[config.mk]
export PLATFORM = sky130hd
export DESIGN_NAME = nibble_serial_subtractor
export DESIGN_NICKNAME = d
export VERILOG_FILES = /design/src/rtl/sub_pkg.sv /design/src/rtl/nibble_sub4.sv /design/src/rtl/nibble_serial_subtractor.sv
export SDC_FILE = /design/constraint.sdc
export NUM_CORES = 1
export LEC_CHECK = 0
export BUFFER_PORTS_ARGS = -buffer_cell sky130_fd_sc_hd__buf_2
export CELL_PAD_IN_SITES_DETAIL_PLACEMENT = 1
export CELL_PAD_IN_SITES_GLOBAL_PLACEMENT = 1
export CORE_ASPECT_RATIO = 2
export CORE_MARGIN = 2
export CORE_UTILIZATION = 43
export CTS_CLUSTER_SIZE = 8
export DETAILED_ROUTE_END_ITERATION = 8
export PLACE_DENSITY = 0.82
export SLEW_MARGIN = 25
export SYNTH_ARGS = -nofsm -noshare
export SYNTH_HDL_FRONTEND = slang
export SYNTH_SLANG_ARGS = --single-unit
[constraint.sdc]
create_clock -name clk -period 10.32 [get_ports clk]
set_input_delay 1.032 -clock clk [delete_from_list [all_inputs] [get_ports clk]]
set_output_delay 1.032 -clock clk [all_outputs]
set_load 0.005 [all_outputs]
[src/rtl/sub_pkg.sv]
// Shared definitions for the nibble-serial subtractor: FSM states and the slice width.
package sub_pkg;
    localparam int NIBBLE_W = 4;

    typedef enum logic [1:0] {
        IDLE = 2'd0,
        RUN  = 2'd1,
        DONE = 2'd2
    } state_t;
endpackage

[src/rtl/nibble_sub4.sv]
// Combinational 4-bit subtract cell in carry-chain form: a + ~b + c_in.
module nibble_sub4
    import sub_pkg::*;
(
    input  logic [NIBBLE_W-1:0] a,
    input  logic [NIBBLE_W-1:0] b,
    input  logic                c_in,
    output logic [NIBBLE_W-1:0] sum,
    output logic                c_out
);
    logic [NIBBLE_W:0] total_s;

    // Widen by one bit so the carry out falls into the top bit.
    always_comb begin
        total_s = {1'b0, a} + {1'b0, ~b} + {{NIBBLE_W{1'b0}}, c_in};
        sum     = total_s[NIBBLE_W-1:0];
        c_out   = total_s[NIBBLE_W];
    end
endmodule

[src/rtl/nibble_serial_subtractor.sv]
// Multi-cycle subtractor: a - b - borrow_in, one nibble per clock, LSB nibble first,
// with start/done handshake and registered borrow/overflow/zero flags.
module nibble_serial_subtractor
    import sub_pkg::*;
#(
    parameter int N = 8
) (
    input  logic                  clk,
    input  logic                  reset,
    input  logic                  start,
    input  logic [NIBBLE_W*N-1:0] a,
    input  logic [NIBBLE_W*N-1:0] b,
    input  logic                  borrow_in,
    output logic                  busy,
    output logic                  done,
    output logic [NIBBLE_W*N-1:0] diff,
    output logic                  borrow_out,
    output logic                  overflow,
    output logic                  zero
);
    localparam int W     = NIBBLE_W * N;
    localparam int IDX_W = (N > 1) ? $clog2(N) : 1;

    state_t               state_r;
    state_t               state_next_s;
    logic [W-1:0]         a_r;
    logic [W-1:0]         b_r;
    logic                 c_r;
    logic [IDX_W-1:0]     idx_r;
    logic                 accept_s;
    logic                 last_s;
    logic [NIBBLE_W-1:0]  a_nib_s;
    logic [NIBBLE_W-1:0]  b_nib_s;
    logic [NIBBLE_W-1:0]  sum_s;
    logic                 c_out_s;
    logic [W-1:0]         diff_next_s;

    // A start is taken in DONE as well as IDLE so held-high start gives one result per N+1 cycles.
    always_comb begin
        accept_s = start && ((state_r == IDLE) || (state_r == DONE));
        last_s   = (idx_r == IDX_W'(N - 1));
    end

    // Next-state logic.
    always_comb begin
        state_next_s = state_r;
        case (state_r)
            IDLE: begin
                if (start) state_next_s = RUN;
                else       state_next_s = IDLE;
            end
            RUN: begin
                if (last_s) state_next_s = DONE;
                else        state_next_s = RUN;
            end
            DONE: begin
                if (start) state_next_s = RUN;
                else       state_next_s = IDLE;
            end
            default: state_next_s = IDLE;
        endcase
    end

    // State register.
    always_ff @(posedge clk) begin
        if (reset) state_r <= IDLE;
        else       state_r <= state_next_s;
    end

    // Select the current nibble of the latched operands and splice the result into diff.
    always_comb begin
        a_nib_s     = a_r[NIBBLE_W*int'(idx_r) +: NIBBLE_W];
        b_nib_s     = b_r[NIBBLE_W*int'(idx_r) +: NIBBLE_W];
        diff_next_s = diff;
        diff_next_s[NIBBLE_W*int'(idx_r) +: NIBBLE_W] = sum_s;
    end

    nibble_sub4 u_cell (
        .a     (a_nib_s),
        .b     (b_nib_s),
        .c_in  (c_r),
        .sum   (sum_s),
        .c_out (c_out_s)
    );

    // Datapath, status outputs and flags; flags update only on the final nibble.
    always_ff @(posedge clk) begin
        if (reset) begin
            a_r        <= '0;
            b_r        <= '0;
            c_r        <= 1'b0;
            idx_r      <= '0;
            busy       <= 1'b0;
            done       <= 1'b0;
            diff       <= '0;
            borrow_out <= 1'b0;
            overflow   <= 1'b0;
            zero       <= 1'b0;
        end else begin
            busy <= (state_next_s != IDLE);
            done <= (state_next_s == DONE);
            if (accept_s) begin
                a_r   <= a;
                b_r   <= b;
                c_r   <= ~borrow_in;
                idx_r <= '0;
                diff  <= '0;
            end else if (state_r == RUN) begin
                diff <= diff_next_s;
                c_r  <= c_out_s;
                if (last_s) begin
                    borrow_out <= ~c_out_s;
                    overflow   <= (a_r[W-1] != b_r[W-1]) && (diff_next_s[W-1] != a_r[W-1]);
                    zero       <= (diff_next_s == '0);
                end else begin
                    idx_r <= idx_r + IDX_W'(1);
                end
            end
        end
    end
endmodule

==> flow_summary.html, run 1 <==
<table>
<tr><th>Metric</th><th>Value</th></tr>
<tr><th colspan="2">Clock tree</th></tr>
<tr><td>CTS HTree Levels</td><td>3</td></tr>
<tr><td>Clock-pin slew of the registers on the worst-case setup and hold paths</td><td>0.07 ns</td></tr>
<tr><td>Number of sinks on the clock net</td><td>107</td></tr>
<tr><td>Clock tree from TritonCTS</td><td>built</td></tr>
<tr><td>Insertion delay of the later-clocked pin in the worst-skew pair</td><td>0.36 ns</td></tr>
<tr><td>Post-CTS Hold Buffers</td><td>0</td></tr>
<tr><td>Root cell of the clock tree</td><td>sky130_fd_sc_hd__clkbuf_16</td></tr>
<tr><td>Post-cts resize count</td><td>0</td></tr>
<tr><td>Buffer levels on the longest clock path</td><td>2</td></tr>
<tr><td>Number of post-CTS setup repair buffers</td><td>0</td></tr>
<tr><td>Number of buffers created by CTS</td><td>9</td></tr>
<tr><th colspan="2">Timing</th></tr>
<tr><td>Worst slew slack as a fraction of its limit</td><td>31.7%</td></tr>
<tr><td>Least-Margin Pin Slew</td><td>1.02 ns</td></tr>
<tr><td>Unrepaired setup endpoints after global routing</td><td>no</td></tr>
<tr><td>Number of failing hold endpoints at the final stage</td><td>0</td></tr>
<tr><td>Number of pins exceeding their max-slew limit in the final report</td><td>0</td></tr>
<tr><td>Shortest period the worst path allows</td><td>roughly 4 ns</td></tr>
<tr><td>Final setup vio count</td><td>0</td></tr>
<tr><td>Fin crit share</td><td>39.2%</td></tr>
<tr><td>Accumulated negative setup slack</td><td>0 ns</td></tr>
<tr><td>Worst Clk Skew</td><td>around 0.012 ns</td></tr>
<tr><td>Fmax</td><td>around 250 MHz</td></tr>
<tr><th colspan="2">Cells and area</th></tr>
<tr><td># nets final</td><td>between 700 and 800</td></tr>
<tr><td>Most common cell after layout, fill and taps aside</td><td>sky130_fd_sc_hd__nand2_1</td></tr>
<tr><td>Area Overhead vs Synth</td><td>17.6%</td></tr>
<tr><td>Most used cells in the layout excluding fill and tap cells</td><td>155 x sky130_fd_sc_hd__nand2_1, 106 x sky130_fd_sc_hd__dfxtp_1, 104 x sky130_fd_sc_hd__buf_2</td></tr>
<tr><td>Final standard cell utilization of the core</td><td>51.3%</td></tr>
<tr><td>Filler cell count in the final layout</td><td>1412</td></tr>
<tr><td>Number of antenna diodes</td><td>0</td></tr>
<tr><td>Share of post-route cells with drive strength above 1</td><td>about a quarter</td></tr>
<tr><th colspan="2">Setup path</th></tr>
<tr><td>Type of element launching the critical path</td><td>flop</td></tr>
<tr><td>Endpoint arrival time on the critical path</td><td>4.30 ns</td></tr>
<tr><td>Worst endpoint required time</td><td>10.57 ns</td></tr>
<tr><td>Worst Setup Path Type</td><td>reg2reg</td></tr>
<tr><td>Register-to-register setup slack</td><td>between 6 and 7 ns</td></tr>
<tr><td>Kind of capture point of the worst setup path</td><td>flop</td></tr>
<tr><td>Highest net fanout along the worst path</td><td>27</td></tr>
<tr><th colspan="2">Global routing</th></tr>
<tr><td>Global-route wire length before repair</td><td>22.4 mm</td></tr>
<tr><td>Largest net degree at the start of global routing</td><td>74</td></tr>
<tr><td>Number of global-route vias before repair</td><td>between 4000 and 5000</td></tr>
<tr><td>Residual overflow from global routing</td><td>0</td></tr>
<tr><td>Overall global routing resource usage</td><td>23.2%</td></tr>
<tr><td>Initial antenna violation count</td><td>0</td></tr>
<tr><th colspan="2">Floorplanning</th></tr>
<tr><td>Die Area</td><td>around 12000 um^2</td></tr>
<tr><td>Standard-cell row count</td><td>55</td></tr>
<tr><td>Area inside the core boundary</td><td>11100 um^2</td></tr>
<tr><td>DIE WIDTH</td><td>about 79 um</td></tr>
<tr><td>Num ports</td><td>105</td></tr>
<tr><td>Starting utilization of the core area</td><td>between 40% and 50%</td></tr>
<tr><td>Chip height</td><td>154 um</td></tr>
<tr><th colspan="2">Logic synthesis</th></tr>
<tr><td>Register bit total from synthesis</td><td>107</td></tr>
<tr><td>Number of nets produced by synthesis</td><td>648</td></tr>
<tr><td>Avg Inst Size Synth</td><td>about 8.5 um^2</td></tr>
<tr><td>Synthesized area</td><td>4870 um^2</td></tr>
<tr><td>Ys Warns</td><td>0</td></tr>
<tr><td>Count of flip-flops with a built-in enable after synthesis</td><td>0</td></tr>
<tr><td>Post-synthesis sequential area ratio</td><td>44.0%</td></tr>
<tr><td>Most instantiated flip-flop cell in the synthesis netlist</td><td>sky130_fd_sc_hd__dfxtp_1</td></tr>
<tr><td>Fraction of synthesis flops using an asynchronous set or reset pin</td><td>0%</td></tr>
<tr><td>Yosys cell types</td><td>54</td></tr>
<tr><td>Synth Instances</td><td>571</td></tr>
<tr><th colspan="2">Route</th></tr>
<tr><td>Overall via count from detail_route</td><td>4328</td></tr>
<tr><td>Detailed Route Iter0 Violations</td><td>284</td></tr>
<tr><td>Total length of routed wires</td><td>13.6 mm</td></tr>
<tr><td>Post-DRT Antenna Nets</td><td>0</td></tr>
<tr><td>Via-to-Cell Ratio</td><td>5.43</td></tr>
<tr><td>Number of design rule violations left after detail routing</td><td>0</td></tr>
<tr><td>Post-DR wirelength/cell</td><td>17.1 um</td></tr>
<tr><td>Number of iterations in the first detailed-routing pass</td><td>4</td></tr>
<tr><th colspan="2">Placement</th></tr>
<tr><td>Last weighted congestion value of the routability-driven placer</td><td>0.806</td></tr>
<tr><td>Placed wire-length estimate after detailed placement</td><td>~9.2 mm</td></tr>
<tr><td>Number of input and output port buffers inserted</td><td>104</td></tr>
<tr><th colspan="2">Power and ir drop</th></tr>
<tr><td>Leakage</td><td>2.44 nW</td></tr>
<tr><td>Power density relative to cell area</td><td>163 nW/um^2</td></tr>
<tr><td>Max IR drop VDD</td><td>0.105 mV</td></tr>
<tr><th colspan="2">Status</th></tr>
<tr><td>Status</td><td>complete, no violations</td></tr>
<tr><th colspan="2">Hold path</th></tr>
<tr><td>Worst min-delay path category</td><td>reg2reg</td></tr>
<tr><th colspan="2">Job</th></tr>
<tr><td>Max-cap violations</td><td>0</td></tr>
</table>
## area by class of cell
cell class,count,area (um^2),area share [%]
clock inverter,7,78.8,1.38
clock buffer,9,225,3.94
tap,142,178,3.11
multi-input combinational,415,2500,43.8
sequential,107,2140,37.5
timing repair buffer,110,566,9.89
inverter,7,26.3,0.459
## synth_stat cells (2+ instances only)
master	instances	area share [%]
sky130_fd_sc_hd__a211oi_1	3	0.46
sky130_fd_sc_hd__a21oi_1	82	8.4
sky130_fd_sc_hd__a311oi_1	2	0.36
sky130_fd_sc_hd__a31oi_1	2	0.26
sky130_fd_sc_hd__and2_1	2	0.26
sky130_fd_sc_hd__and2_2	2	0.31
sky130_fd_sc_hd__and2b_1	2	0.31
sky130_fd_sc_hd__buf_1	6	0.46
sky130_fd_sc_hd__buf_2	5	0.51
sky130_fd_sc_hd__buf_4	3	0.46
sky130_fd_sc_hd__buf_6	3	0.69
sky130_fd_sc_hd__clkbuf_1	24	1.9
sky130_fd_sc_hd__dfxtp_1	107	44
sky130_fd_sc_hd__fa_1	2	0.82
sky130_fd_sc_hd__ha_1	7	1.8
sky130_fd_sc_hd__inv_1	6	0.46
sky130_fd_sc_hd__mux2i_1	23	4.7
sky130_fd_sc_hd__mux4_2	16	7.4
sky130_fd_sc_hd__nand2_1	155	12
sky130_fd_sc_hd__nand2b_1	7	0.90
sky130_fd_sc_hd__nand3_1	5	0.51
sky130_fd_sc_hd__nand3b_1	2	0.31
sky130_fd_sc_hd__nand4_1	2	0.26
sky130_fd_sc_hd__nor2_1	45	3.5
sky130_fd_sc_hd__nor2b_1	2	0.26
sky130_fd_sc_hd__nor3_1	11	1.1
sky130_fd_sc_hd__nor3b_1	3	0.46
sky130_fd_sc_hd__nor4_1	5	0.64
sky130_fd_sc_hd__o21ai_0	8	0.82
sky130_fd_sc_hd__o21ai_1	2	0.21
sky130_fd_sc_hd__o221a_2	2	0.46
sky130_fd_sc_hd__o31ai_1	2	0.31
sky130_fd_sc_hd__xnor2_1	2	0.36
## registers in the layout, indices dropped and copies added (netlist names)
| register | flops |
|---|---|
| a_r | 32 |
| done | 1 |
| idx_r | 3 |
| overflow | 1 |
| busy | 1 |
| zero | 1 |
| b_r | 32 |
| borrow_out | 1 |
| diff | 32 |
| c_r | 1 |
| state_r | 2 |
## layer usage
metal | vias to the layer above | global-route usage [%] | routed length, um
li1 | 2107 | - | -
met1 | 2061 | 27.9 | 5550
met2 | 132 | 39.9 | 6980
met3 | 28 | 4.49 | 679
met4 | 0 | 9.93 | 411
met5 | - | 0 | 0
## per-stage QoR
stage	instances	total power, mW	hold WS (ns)	instance area (um^2)	setup slack, ns
floorplan	571	0.541	0.433	4870	6.99
global placement	781	0.580	0.439	5420	6.51
detailed placement	781	0.585	0.448	5420	6.35
CTS	797	0.939	0.458	5720	6.24
global route	797	0.971	0.476	5720	5.97
finish	797	0.934	0.458	5720	6.27
## logic make-up after synthesis
| group | after synthesis | synth area share, % |
|---|---|---|
| adders and majority gates | 9 | 2.62 |
| DFF | 107 | 44.0 |
| and+or+nand+nor | 252 | 22.9 |
| AOI/OAI and AO/OA | 111 | 12.8 |
| muxes | 40 | 12.4 |
| buffers and inverters | 49 | 4.73 |
| xor gates and xnor gates | 3 | 0.540 |
## power by group
part / leakage [nW] / switching (mW) / internal, mW
sequential: 0.874 / 0.0147 / 0.431
clock: 0.151 / 0.164 / 0.192
combinational: 1.41 / 0.0797 / 0.0524
total: 2.44 / 0.259 / 0.675
## final timing paths
path | startpoint | endpoint | cells after the start
max | idx_r[0] | zero | 11
min | b_r[17] | b_r[17] | 2
max reg2reg | idx_r[0] | zero | 11
min reg2reg | b_r[17] | b_r[17] | 2
## worst max-delay path, stage by stage (launching register included)
cell and delay, ns:
sky130_fd_sc_hd__dfxtp_2 0.87, sky130_fd_sc_hd__mux4_2 0.61, sky130_fd_sc_hd__mux2i_1 0.25, sky130_fd_sc_hd__fa_1 0.22, sky130_fd_sc_hd__inv_1 0.07, sky130_fd_sc_hd__fa_1 0.41, sky130_fd_sc_hd__xor2_1 0.81, sky130_fd_sc_hd__nor3b_1 0.18
sky130_fd_sc_hd__nand2b_1 0.21, sky130_fd_sc_hd__o21ai_0 0.10, sky130_fd_sc_hd__a2111o_1 0.13, sky130_fd_sc_hd__o21ai_1 0.06
Note: power is estimated with default switching activity, not from simulation.
==> run 2, diff against run 1 <==
--- a/config.mk
+++ b/config.mk
@@ -10,10 +10,10 @@
 export CELL_PAD_IN_SITES_GLOBAL_PLACEMENT = 1
 export CORE_ASPECT_RATIO = 2
 export CORE_MARGIN = 2
-export CORE_UTILIZATION = 43
+export CORE_UTILIZATION = 40
 export CTS_CLUSTER_SIZE = 8
 export DETAILED_ROUTE_END_ITERATION = 8
-export PLACE_DENSITY = 0.82
+export PLACE_DENSITY = 0.77
 export SLEW_MARGIN = 25
 export SYNTH_ARGS = -nofsm -noshare
 export SYNTH_HDL_FRONTEND = slang
==> constraint.sdc (replaced) <==
create_clock -name clk -period 3.8 [get_ports clk]
set_input_delay 0.38 -clock clk [delete_from_list [all_inputs] [get_ports clk]]
set_output_delay 0.38 -clock clk [all_outputs]
set_load 0.005 [all_outputs]
==> flow_summary.html, run 2 (same netlist as run 1, synthesis figures left out) <==
<table>
<tr><th>Metric</th><th>Value</th></tr>
<tr><th colspan="2">Status</th></tr>
<tr><td>Status</td><td>complete, no violations</td></tr>
<tr><th colspan="2">Route</th></tr>
<tr><td>Overall via count from detail_route</td><td>4277 (-1.2%)</td></tr>
<tr><td>Number of design rule violations left after detail routing</td><td>0 (unchanged)</td></tr>
<tr><td>Via-to-Cell Ratio</td><td>5.31 (-2.2%)</td></tr>
<tr><td>Total length of routed wires</td><td>13.7 mm (+0.48%)</td></tr>
<tr><td>Number of iterations in the first detailed-routing pass</td><td>4 (unchanged)</td></tr>
<tr><td>Post-DRT Antenna Nets</td><td>0 (unchanged)</td></tr>
<tr><td>Post-DR wirelength/cell</td><td>17.0 um (-0.51%)</td></tr>
<tr><td>Detailed Route Iter0 Violations</td><td>208 (-27%)</td></tr>
<tr><th colspan="2">Placement</th></tr>
<tr><td>Last weighted congestion value of the routability-driven placer</td><td>0.795 (-1.4%)</td></tr>
<tr><td>Placed wire-length estimate after detailed placement</td><td>9.94 mm (+7.5%)</td></tr>
<tr><td>Number of input and output port buffers inserted</td><td>104 (unchanged)</td></tr>
<tr><td>Number of placed instances with taps included</td><td>789 (+1.0%)</td></tr>
<tr><th colspan="2">Setup path</th></tr>
<tr><td>Worst Setup Path Type</td><td>reg2reg</td></tr>
<tr><td>Worst endpoint required time</td><td>4.09 ns (-6.48 ns)</td></tr>
<tr><td>Kind of capture point of the worst setup path</td><td>flop</td></tr>
<tr><td>Standard cell with the maximum stage delay on the critical path</td><td>sky130_fd_sc_hd__fa_1</td></tr>
<tr><td>Top delay family on crit path</td><td>adder cells</td></tr>
<tr><td>CP bufs+invs</td><td>1 (unchanged)</td></tr>
<tr><td>Type of element launching the critical path</td><td>flop</td></tr>
<tr><td>Highest net fanout along the worst path</td><td>12 (-56%)</td></tr>
<tr><td>Max stage delay on crit path</td><td>0.59 ns (-0.28 ns)</td></tr>
<tr><td>Chain of cells forming the critical path</td><td>mux4_2 -&gt; nand2_1 -&gt; nand2_1 -&gt; fa_1 -&gt; inv_1 -&gt; fa_1 -&gt; nor3b_1 -&gt; nand2b_1 -&gt; o21ai_0 -&gt; a2111o_1 -&gt; o21ai_1</td></tr>
<tr><td>Endpoint arrival time on the critical path</td><td>3.84 ns (-0.46 ns)</td></tr>
<tr><th colspan="2">Timing</th></tr>
<tr><td>Fmax</td><td>282 MHz (+14%)</td></tr>
<tr><td>Least-Margin Pin Slew</td><td>0.801 ns (-0.219 ns)</td></tr>
<tr><td>Worst slew slack as a fraction of its limit</td><td>46.5% (+15 points)</td></tr>
<tr><td>Number of failing hold endpoints at the final stage</td><td>0 (unchanged)</td></tr>
<tr><td>Unrepaired setup endpoints after global routing</td><td>no</td></tr>
<tr><td>Post-Route Hold Slack</td><td>0.253 ns (-0.205 ns)</td></tr>
<tr><td>Worst Clk Skew</td><td>0.0111 ns (-0.000444 ns)</td></tr>
<tr><td>Final setup vio count</td><td>0 (unchanged)</td></tr>
<tr><td>Fin crit share</td><td>93.4% (+54 points)</td></tr>
<tr><td>Number of pins exceeding their max-slew limit in the final report</td><td>0 (unchanged)</td></tr>
<tr><td>Shortest period the worst path allows</td><td>3.55 ns (-0.501 ns)</td></tr>
<tr><td>Accumulated negative setup slack</td><td>0 ns (unchanged)</td></tr>
<tr><th colspan="2">Global routing</th></tr>
<tr><td>Residual overflow from global routing</td><td>0 (unchanged)</td></tr>
<tr><td>Global-route wire length before repair</td><td>21.8 mm (-2.6%)</td></tr>
<tr><td>Number of global-route vias before repair</td><td>4364 (-4.6%)</td></tr>
<tr><td>Overall global routing resource usage</td><td>21.7% (-1.6 points)</td></tr>
<tr><td>Largest net degree at the start of global routing</td><td>72 (-2.7%)</td></tr>
<tr><td>Initial antenna violation count</td><td>0 (unchanged)</td></tr>
<tr><th colspan="2">Power and ir drop</th></tr>
<tr><td>Combinational Power Share</td><td>14.4% (+0.3 points)</td></tr>
<tr><td>Clock group share of total power</td><td>38.1% (about the same)</td></tr>
<tr><td>Cell Int Power</td><td>1.84 mW (+170%)</td></tr>
<tr><td>Max IR drop VDD</td><td>0.277 mV (+160%)</td></tr>
<tr><td>Leakage</td><td>2.45 nW (+0.49%)</td></tr>
<tr><td>Switch Pwr</td><td>712 uW (+180%)</td></tr>
<tr><td>Part of the total power dissipated in sequential elements</td><td>47.4% (-0.3 points)</td></tr>
<tr><td>Sw Ratio</td><td>27.9% (+0.18 points)</td></tr>
<tr><td>Power density relative to cell area</td><td>444 nW/um^2 (+170%)</td></tr>
<tr><th colspan="2">Cells and area</th></tr>
<tr><td>Largest registers ranked by flip-flop count</td><td>a_r x32, b_r x32, diff x32</td></tr>
<tr><td>Most used cells in the layout excluding fill and tap cells</td><td>155 x sky130_fd_sc_hd__nand2_1, 105 x sky130_fd_sc_hd__dfxtp_1, 104 x sky130_fd_sc_hd__buf_2</td></tr>
<tr><td>Filler cell count in the final layout</td><td>1453 (+2.9%)</td></tr>
<tr><td>Post-layout instance count excluding filler cells</td><td>805 (+1.0%)</td></tr>
<tr><td>Area Overhead vs Synth</td><td>18.2%</td></tr>
<tr><td># nets final</td><td>730 (+0.41%)</td></tr>
<tr><td>Most common cell after layout, fill and taps aside</td><td>sky130_fd_sc_hd__nand2_1</td></tr>
<tr><td>Share of post-route cells with drive strength above 1</td><td>24.6% (+0.50 points)</td></tr>
<tr><td>Number of antenna diodes</td><td>0 (unchanged)</td></tr>
<tr><th colspan="2">Clock tree</th></tr>
<tr><td>Clock-pin slew of the registers on the worst-case setup and hold paths</td><td>0.08 ns (about the same)</td></tr>
<tr><td>Post-CTS Hold Buffers</td><td>0 (unchanged)</td></tr>
<tr><td>CTS HTree Levels</td><td>3 (unchanged)</td></tr>
<tr><td>Number of sinks on the clock net</td><td>107 (unchanged)</td></tr>
<tr><td>Insertion delay of the later-clocked pin in the worst-skew pair</td><td>0.36 ns (about the same)</td></tr>
<tr><td>Clock tree from TritonCTS</td><td>built</td></tr>
<tr><td>Number of buffers created by CTS</td><td>9 (unchanged)</td></tr>
<tr><td>Buffer levels on the longest clock path</td><td>2 (unchanged)</td></tr>
<tr><td>Root cell of the clock tree</td><td>sky130_fd_sc_hd__clkbuf_16</td></tr>
<tr><th colspan="2">Floorplanning</th></tr>
<tr><td>Num ports</td><td>105 (unchanged)</td></tr>
<tr><td>Standard-cell row count</td><td>57 (+3.6%)</td></tr>
<tr><td>Chip height</td><td>160 um (+3.6%)</td></tr>
<tr><td>Starting utilization of the core area</td><td>40.6% (-3.0 points)</td></tr>
<tr><td>Die Area</td><td>13100 um^2 (+7.2%)</td></tr>
<tr><td>Area inside the core boundary</td><td>12000 um^2 (+7.5%)</td></tr>
<tr><td>DIE WIDTH</td><td>82.0 um (+3.5%)</td></tr>
<tr><th colspan="2">Job</th></tr>
<tr><td>Max-cap violations</td><td>0 (unchanged)</td></tr>
<tr><th colspan="2">Hold path</th></tr>
<tr><td>Worst min-delay path category</td><td>in2reg</td></tr>
</table>
==> run 2: stage by stage <==
| stage | area [um^2] | utilization [%] | total power [mW] | setup slack, ns |
|---|---|---|---|---|
| 4_1_cts | 5750 | 48.0 | 2.57 | 0.214 |
| 3_5_place_dp | 5450 | 45.4 | 1.60 | 0.302 |
| 5_1_grt | 5750 | 48.0 | 2.65 | 0.00951 |
| 2_1_floorplan | 4870 | - | 1.47 | 0.466 |
| 3_3_place_gp | 5450 | 45.4 | 1.59 | 0.462 |
| 6_report | 5750 | 48.0 | 2.55 | 0.250 |
==> run 2: worst min-delay path: stages <==
cell and delay (ns):
sky130_fd_sc_hd__buf_2 0.10, sky130_fd_sc_hd__nand2_1 0.05, sky130_fd_sc_hd__a21oi_1 0.05
==> run 2: cell type report <==
class,instances,area [um^2],share of cell area (%)
flip-flops and latches,107,2140,37.3
clock inverters,7,81.3,1.41
clock buffers,9,225,3.91
well taps,147,184,3.20
multi-input cells,415,2500,43.5
repair buffers,113,588,10.2
inverters,7,26.3,0.457
==> run 2: metal layers <==
metal	global-route usage, %	wire (um)	vias to the layer above
met5	0	0	-
met4	9.39	414	0
met3	3.28	543	33
met2	36.4	6970	110
met1	26.8	5760	2016
li1	-	-	2118
==> run 2: power groups by stage <==
stage,registers [mW],logic (mW),clock network [mW]
4_1_cts,1.21,0.370,0.989
5_1_grt,1.22,0.408,1.03
3_3_place_gp,1.23,0.356,0
2_1_floorplan,1.21,0.256,0
6_report,1.21,0.369,0.973
3_5_place_dp,1.24,0.366,0
==> run 2: worst paths after layout <==
kind             from       to  slack, ns  depth (start not counted)
min             b[22]  b_r[22]       0.25                          3
max reg2reg  idx_r[0]     zero       0.25                         11
min reg2reg    b_r[5]   b_r[5]       0.46                          2
max          idx_r[0]     zero       0.25                         11
==> run 2: timing repair <==
action / CTS / global route
buffers inserted: 0 / 0
resized for setup: 0 / 1
setup endpoints to repair: 0 / 1
==> run 3, diff against run 2 <==
--- a/config.mk
+++ b/config.mk
@@ -10,10 +10,11 @@
 export CELL_PAD_IN_SITES_GLOBAL_PLACEMENT = 1
 export CORE_ASPECT_RATIO = 2
 export CORE_MARGIN = 2
-export CORE_UTILIZATION = 40
+export CORE_UTILIZATION = 42
+export CTS_BUF_LIST = sky130_fd_sc_hd__clkbuf_4 sky130_fd_sc_hd__clkbuf_8
 export CTS_CLUSTER_SIZE = 8
 export DETAILED_ROUTE_END_ITERATION = 8
-export PLACE_DENSITY = 0.77
+export PLACE_DENSITY = 0.81
 export SLEW_MARGIN = 25
 export SYNTH_ARGS = -nofsm -noshare
 export SYNTH_HDL_FRONTEND = slang
==> flow_summary.html, run 3 (same netlist as run 1, synthesis figures left out) <==
<table>
<tr><th>Metric</th><th>Value</th></tr>
<tr><th colspan="2">Status</th></tr>
<tr><td>Status</td><td>complete, no violations</td></tr>
<tr><th colspan="2">Floorplanning</th></tr>
<tr><td>Num ports</td><td>105 (unchanged)</td></tr>
<tr><td>DIE WIDTH</td><td>80.1 um (-2.3%)</td></tr>
<tr><td>Standard-cell row count</td><td>55 (-3.5%)</td></tr>
<tr><td>Area inside the core boundary</td><td>11300 um^2 (-5.8%)</td></tr>
<tr><td>Chip height</td><td>156 um (-2.4%)</td></tr>
<tr><td>Die Area</td><td>12500 um^2 (-4.6%)</td></tr>
<tr><td>Starting utilization of the core area</td><td>43.1% (+2.5 points)</td></tr>
<tr><th colspan="2">Global routing</th></tr>
<tr><td>Overall global routing resource usage</td><td>24.8% (+3.1 points)</td></tr>
<tr><td>Met1 Track Usage GR</td><td>24.1% (-2.7 points)</td></tr>
<tr><td>Global-route wire length before repair</td><td>23.5 mm (+7.8%)</td></tr>
<tr><td>Number of global-route vias before repair</td><td>4641 (+6.3%)</td></tr>
<tr><td>Highest-utilization routing layer at the global route stage</td><td>met2</td></tr>
<tr><td>Residual overflow from global routing</td><td>0 (unchanged)</td></tr>
<tr><td>Initial antenna violation count</td><td>0 (unchanged)</td></tr>
<tr><td>Met3 track demand over resource</td><td>4.04% (+0.76 points)</td></tr>
<tr><td>Met2 Use GR</td><td>47.3% (+11 points)</td></tr>
<tr><td>Largest net degree at the start of global routing</td><td>56 (-22%)</td></tr>
<tr><th colspan="2">Route</th></tr>
<tr><td>Number of design rule violations left after detail routing</td><td>0 (unchanged)</td></tr>
<tr><td>Post-DRT Antenna Nets</td><td>0 (unchanged)</td></tr>
<tr><td>Post-DR wirelength/cell</td><td>18.3 um (+7.7%)</td></tr>
<tr><td>Number of iterations in the first detailed-routing pass</td><td>4 (unchanged)</td></tr>
<tr><td>Total length of routed wires</td><td>14.7 mm (+7.7%)</td></tr>
<tr><td>Overall via count from detail_route</td><td>4409 (+3.1%)</td></tr>
<tr><td>Via-to-Cell Ratio</td><td>5.48 (+3.1%)</td></tr>
<tr><td>Detailed Route Iter0 Violations</td><td>153 (-26%)</td></tr>
<tr><th colspan="2">Setup path</th></tr>
<tr><td>Worst R2R End</td><td>zero</td></tr>
<tr><td>Worst r2r path cells</td><td>9 (-2)</td></tr>
<tr><td>Max stage delay on crit path</td><td>0.62 ns (+0.03 ns)</td></tr>
<tr><td>Number of logic stages on the critical path including buffering</td><td>9 (-2)</td></tr>
<tr><td>Kind of capture point of the worst setup path</td><td>flop</td></tr>
<tr><td>Type of element launching the critical path</td><td>flop</td></tr>
<tr><td>Worst endpoint required time</td><td>4.12 ns (+0.03 ns)</td></tr>
<tr><td>Worst Setup Path Type</td><td>reg2reg</td></tr>
<tr><td>Reg-to-reg critical path startpoint</td><td>idx_r[0]</td></tr>
<tr><td>Top delay family on crit path</td><td>multiplexers</td></tr>
<tr><td>Capturing instance or port of the critical path</td><td>zero</td></tr>
<tr><td>Register-to-register setup slack</td><td>0.38 ns (+0.13 ns)</td></tr>
<tr><td>Crit. Startpoint</td><td>idx_r[0]</td></tr>
<tr><td>Endpoint arrival time on the critical path</td><td>3.74 ns (-0.10 ns)</td></tr>
<tr><td>CP bufs+invs</td><td>1 (unchanged)</td></tr>
<tr><td>Standard cell with the maximum stage delay on the critical path</td><td>sky130_fd_sc_hd__fa_1</td></tr>
<tr><td>Highest net fanout along the worst path</td><td>13 (+1)</td></tr>
<tr><td>Chain of cells forming the critical path</td><td>buf_4 -&gt; mux4_2 -&gt; mux2i_1 -&gt; fa_1 -&gt; nor3b_1 -&gt; nand2b_1 -&gt; o21ai_0 -&gt; a2111o_1 -&gt; o21ai_1</td></tr>
<tr><th colspan="2">Placement</th></tr>
<tr><td>Last weighted congestion value of the routability-driven placer</td><td>0.900 (+13%)</td></tr>
<tr><td>Number of input and output port buffers inserted</td><td>104 (unchanged)</td></tr>
<tr><td>Number of placed instances with taps included</td><td>789 (unchanged)</td></tr>
<tr><td>Post-placement worst setup slack</td><td>0.394 ns (+0.0920 ns)</td></tr>
<tr><td>Placed wire-length estimate after detailed placement</td><td>11.5 mm (+15%)</td></tr>
<tr><td>Area after detailed placement</td><td>5480 um^2 (+0.55%)</td></tr>
<tr><th colspan="2">Timing</th></tr>
<tr><td>Worst Clk Skew</td><td>0.0156 ns (+0.00442 ns)</td></tr>
<tr><td>Unrepaired setup endpoints after global routing</td><td>no</td></tr>
<tr><td>Shortest period the worst path allows</td><td>3.42 ns (-0.134 ns)</td></tr>
<tr><td>Least-Margin Pin Slew</td><td>0.755 ns (-0.0464 ns)</td></tr>
<tr><td>Post-Route Hold Slack</td><td>0.204 ns (-0.0496 ns)</td></tr>
<tr><td>Fmax</td><td>293 MHz (+3.9%)</td></tr>
<tr><td>Setup slack after layout</td><td>0.384 ns (+0.134 ns)</td></tr>
<tr><td>Number of failing hold endpoints at the final stage</td><td>0 (unchanged)</td></tr>
<tr><td>Final setup vio count</td><td>0 (unchanged)</td></tr>
<tr><td>Fin crit share</td><td>89.9% (-3.5 points)</td></tr>
<tr><td>Accumulated negative setup slack</td><td>0 ns (unchanged)</td></tr>
<tr><td>Number of pins exceeding their max-slew limit in the final report</td><td>0 (unchanged)</td></tr>
<tr><td>Worst slew slack as a fraction of its limit</td><td>49.7% (+3.2 points)</td></tr>
<tr><th colspan="2">Clock tree</th></tr>
<tr><td>Clock-pin slew of the registers on the worst-case setup and hold paths</td><td>0.12 ns (+0.04 ns)</td></tr>
<tr><td>Post-CTS Hold Buffers</td><td>0 (unchanged)</td></tr>
<tr><td>Clock tree from TritonCTS</td><td>built</td></tr>
<tr><td>Post-cts resize count</td><td>0 (unchanged)</td></tr>
<tr><td>Number of sinks on the clock net</td><td>107 (unchanged)</td></tr>
<tr><td>Number of buffers created by CTS</td><td>9 (unchanged)</td></tr>
<tr><td>Insertion delay of the later-clocked pin in the worst-skew pair</td><td>0.40 ns (+0.04 ns)</td></tr>
<tr><td>Root cell of the clock tree</td><td>sky130_fd_sc_hd__clkbuf_8</td></tr>
<tr><td>CTS HTree Levels</td><td>3 (unchanged)</td></tr>
<tr><td>Number of post-CTS setup repair buffers</td><td>0 (unchanged)</td></tr>
<tr><td>Buffer levels on the longest clock path</td><td>2 (unchanged)</td></tr>
<tr><th colspan="2">Power and ir drop</th></tr>
<tr><td>Leakage</td><td>2.43 nW (-0.75%)</td></tr>
<tr><td>Total design power</td><td>2.26 mW (-11%)</td></tr>
<tr><td>Max IR drop VDD</td><td>0.285 mV (+3.2%)</td></tr>
<tr><td>Power density relative to cell area</td><td>399 nW/um^2 (-10%)</td></tr>
<tr><th colspan="2">Cells and area</th></tr>
<tr><td># nets final</td><td>736 (+0.82%)</td></tr>
<tr><td>Storage element area</td><td>2140 um^2 (-0.12%)</td></tr>
<tr><td>Area Overhead vs Synth</td><td>16.8%</td></tr>
<tr><td>Post-layout instance count excluding filler cells</td><td>805 (unchanged)</td></tr>
<tr><td>Combined area of the multi-input logic cells</td><td>2500 um^2 (unchanged)</td></tr>
<tr><td>Most common cell after layout, fill and taps aside</td><td>sky130_fd_sc_hd__nand2_1</td></tr>
<tr><td>Final standard cell utilization of the core</td><td>50.3% (+2.3 points)</td></tr>
<tr><td>Number of antenna diodes</td><td>0 (unchanged)</td></tr>
<tr><td>Largest registers ranked by flip-flop count</td><td>a_r x32, b_r x32, diff x32</td></tr>
<tr><td>Final design instance area without fill</td><td>5680 um^2 (-1.2%)</td></tr>
<tr><td>Share of post-route cells with drive strength above 1</td><td>24.9% (+0.27 points)</td></tr>
<tr><td>Filler cell count in the final layout</td><td>1437 (-1.1%)</td></tr>
<tr><td>Most used cells in the layout excluding fill and tap cells</td><td>155 x sky130_fd_sc_hd__nand2_1, 107 x sky130_fd_sc_hd__dfxtp_1, 104 x sky130_fd_sc_hd__buf_2</td></tr>
<tr><th colspan="2">Hold path</th></tr>
<tr><td>Hold Path Origin</td><td>b[11]</td></tr>
<tr><td>Worst min-delay path category</td><td>in2reg</td></tr>
<tr><th colspan="2">Job</th></tr>
<tr><td>Max-cap violations</td><td>0 (unchanged)</td></tr>
</table>
run 3: changes by cell type in the layout (fill, tap and decap cells not counted), sizes merged:
cell / before / now
buf: 113 / 119
clkinv: 1 / 4
inv: 11 / 9
bufinv: 1 / 0
clkinvlp: 1 / 0
run 3: routing by layer:
layer,share of wire (%),vias up
li1,-,2115
met1,33,2116
met2,58,132
met3,3.6,46
met4,5.5,0
met5,0,-
run 3: area by class of cell:
type                    instances  area share (%)
multi-input cells             415            44.1
flip-flops and latches        107            37.7
repair buffers                119            11.4
well taps                     142            3.13
clock buffers                   9            2.18
clock inverters                 6            1.10
inverters                       7           0.462
run 3: where the power goes:
part           switching (mW)  leakage (nW)  internal, mW
clock                   0.425        0.0945         0.251
combinational           0.224          1.46         0.156
sequential             0.0394         0.873          1.17
total                   0.688          2.43          1.58
run 3: worst min-delay path by stage:
stage / to / slack (ns) / depth (start not counted)
floorplan: a_r[10] / 0.43 / 2
global placement: a_r[27] / 0.44 / 2
detailed placement: a_r[29] / 0.45 / 2
CTS: b_r[11] / 0.19 / 3
global route: b_r[11] / 0.21 / 3
finish: b_r[11] / 0.20 / 3
run 3: tightest hold or removal path, stage by stage:
cell                      delay, ns
sky130_fd_sc_hd__buf_2         0.09
sky130_fd_sc_hd__nand2_1       0.05
sky130_fd_sc_hd__a21oi_1       0.05
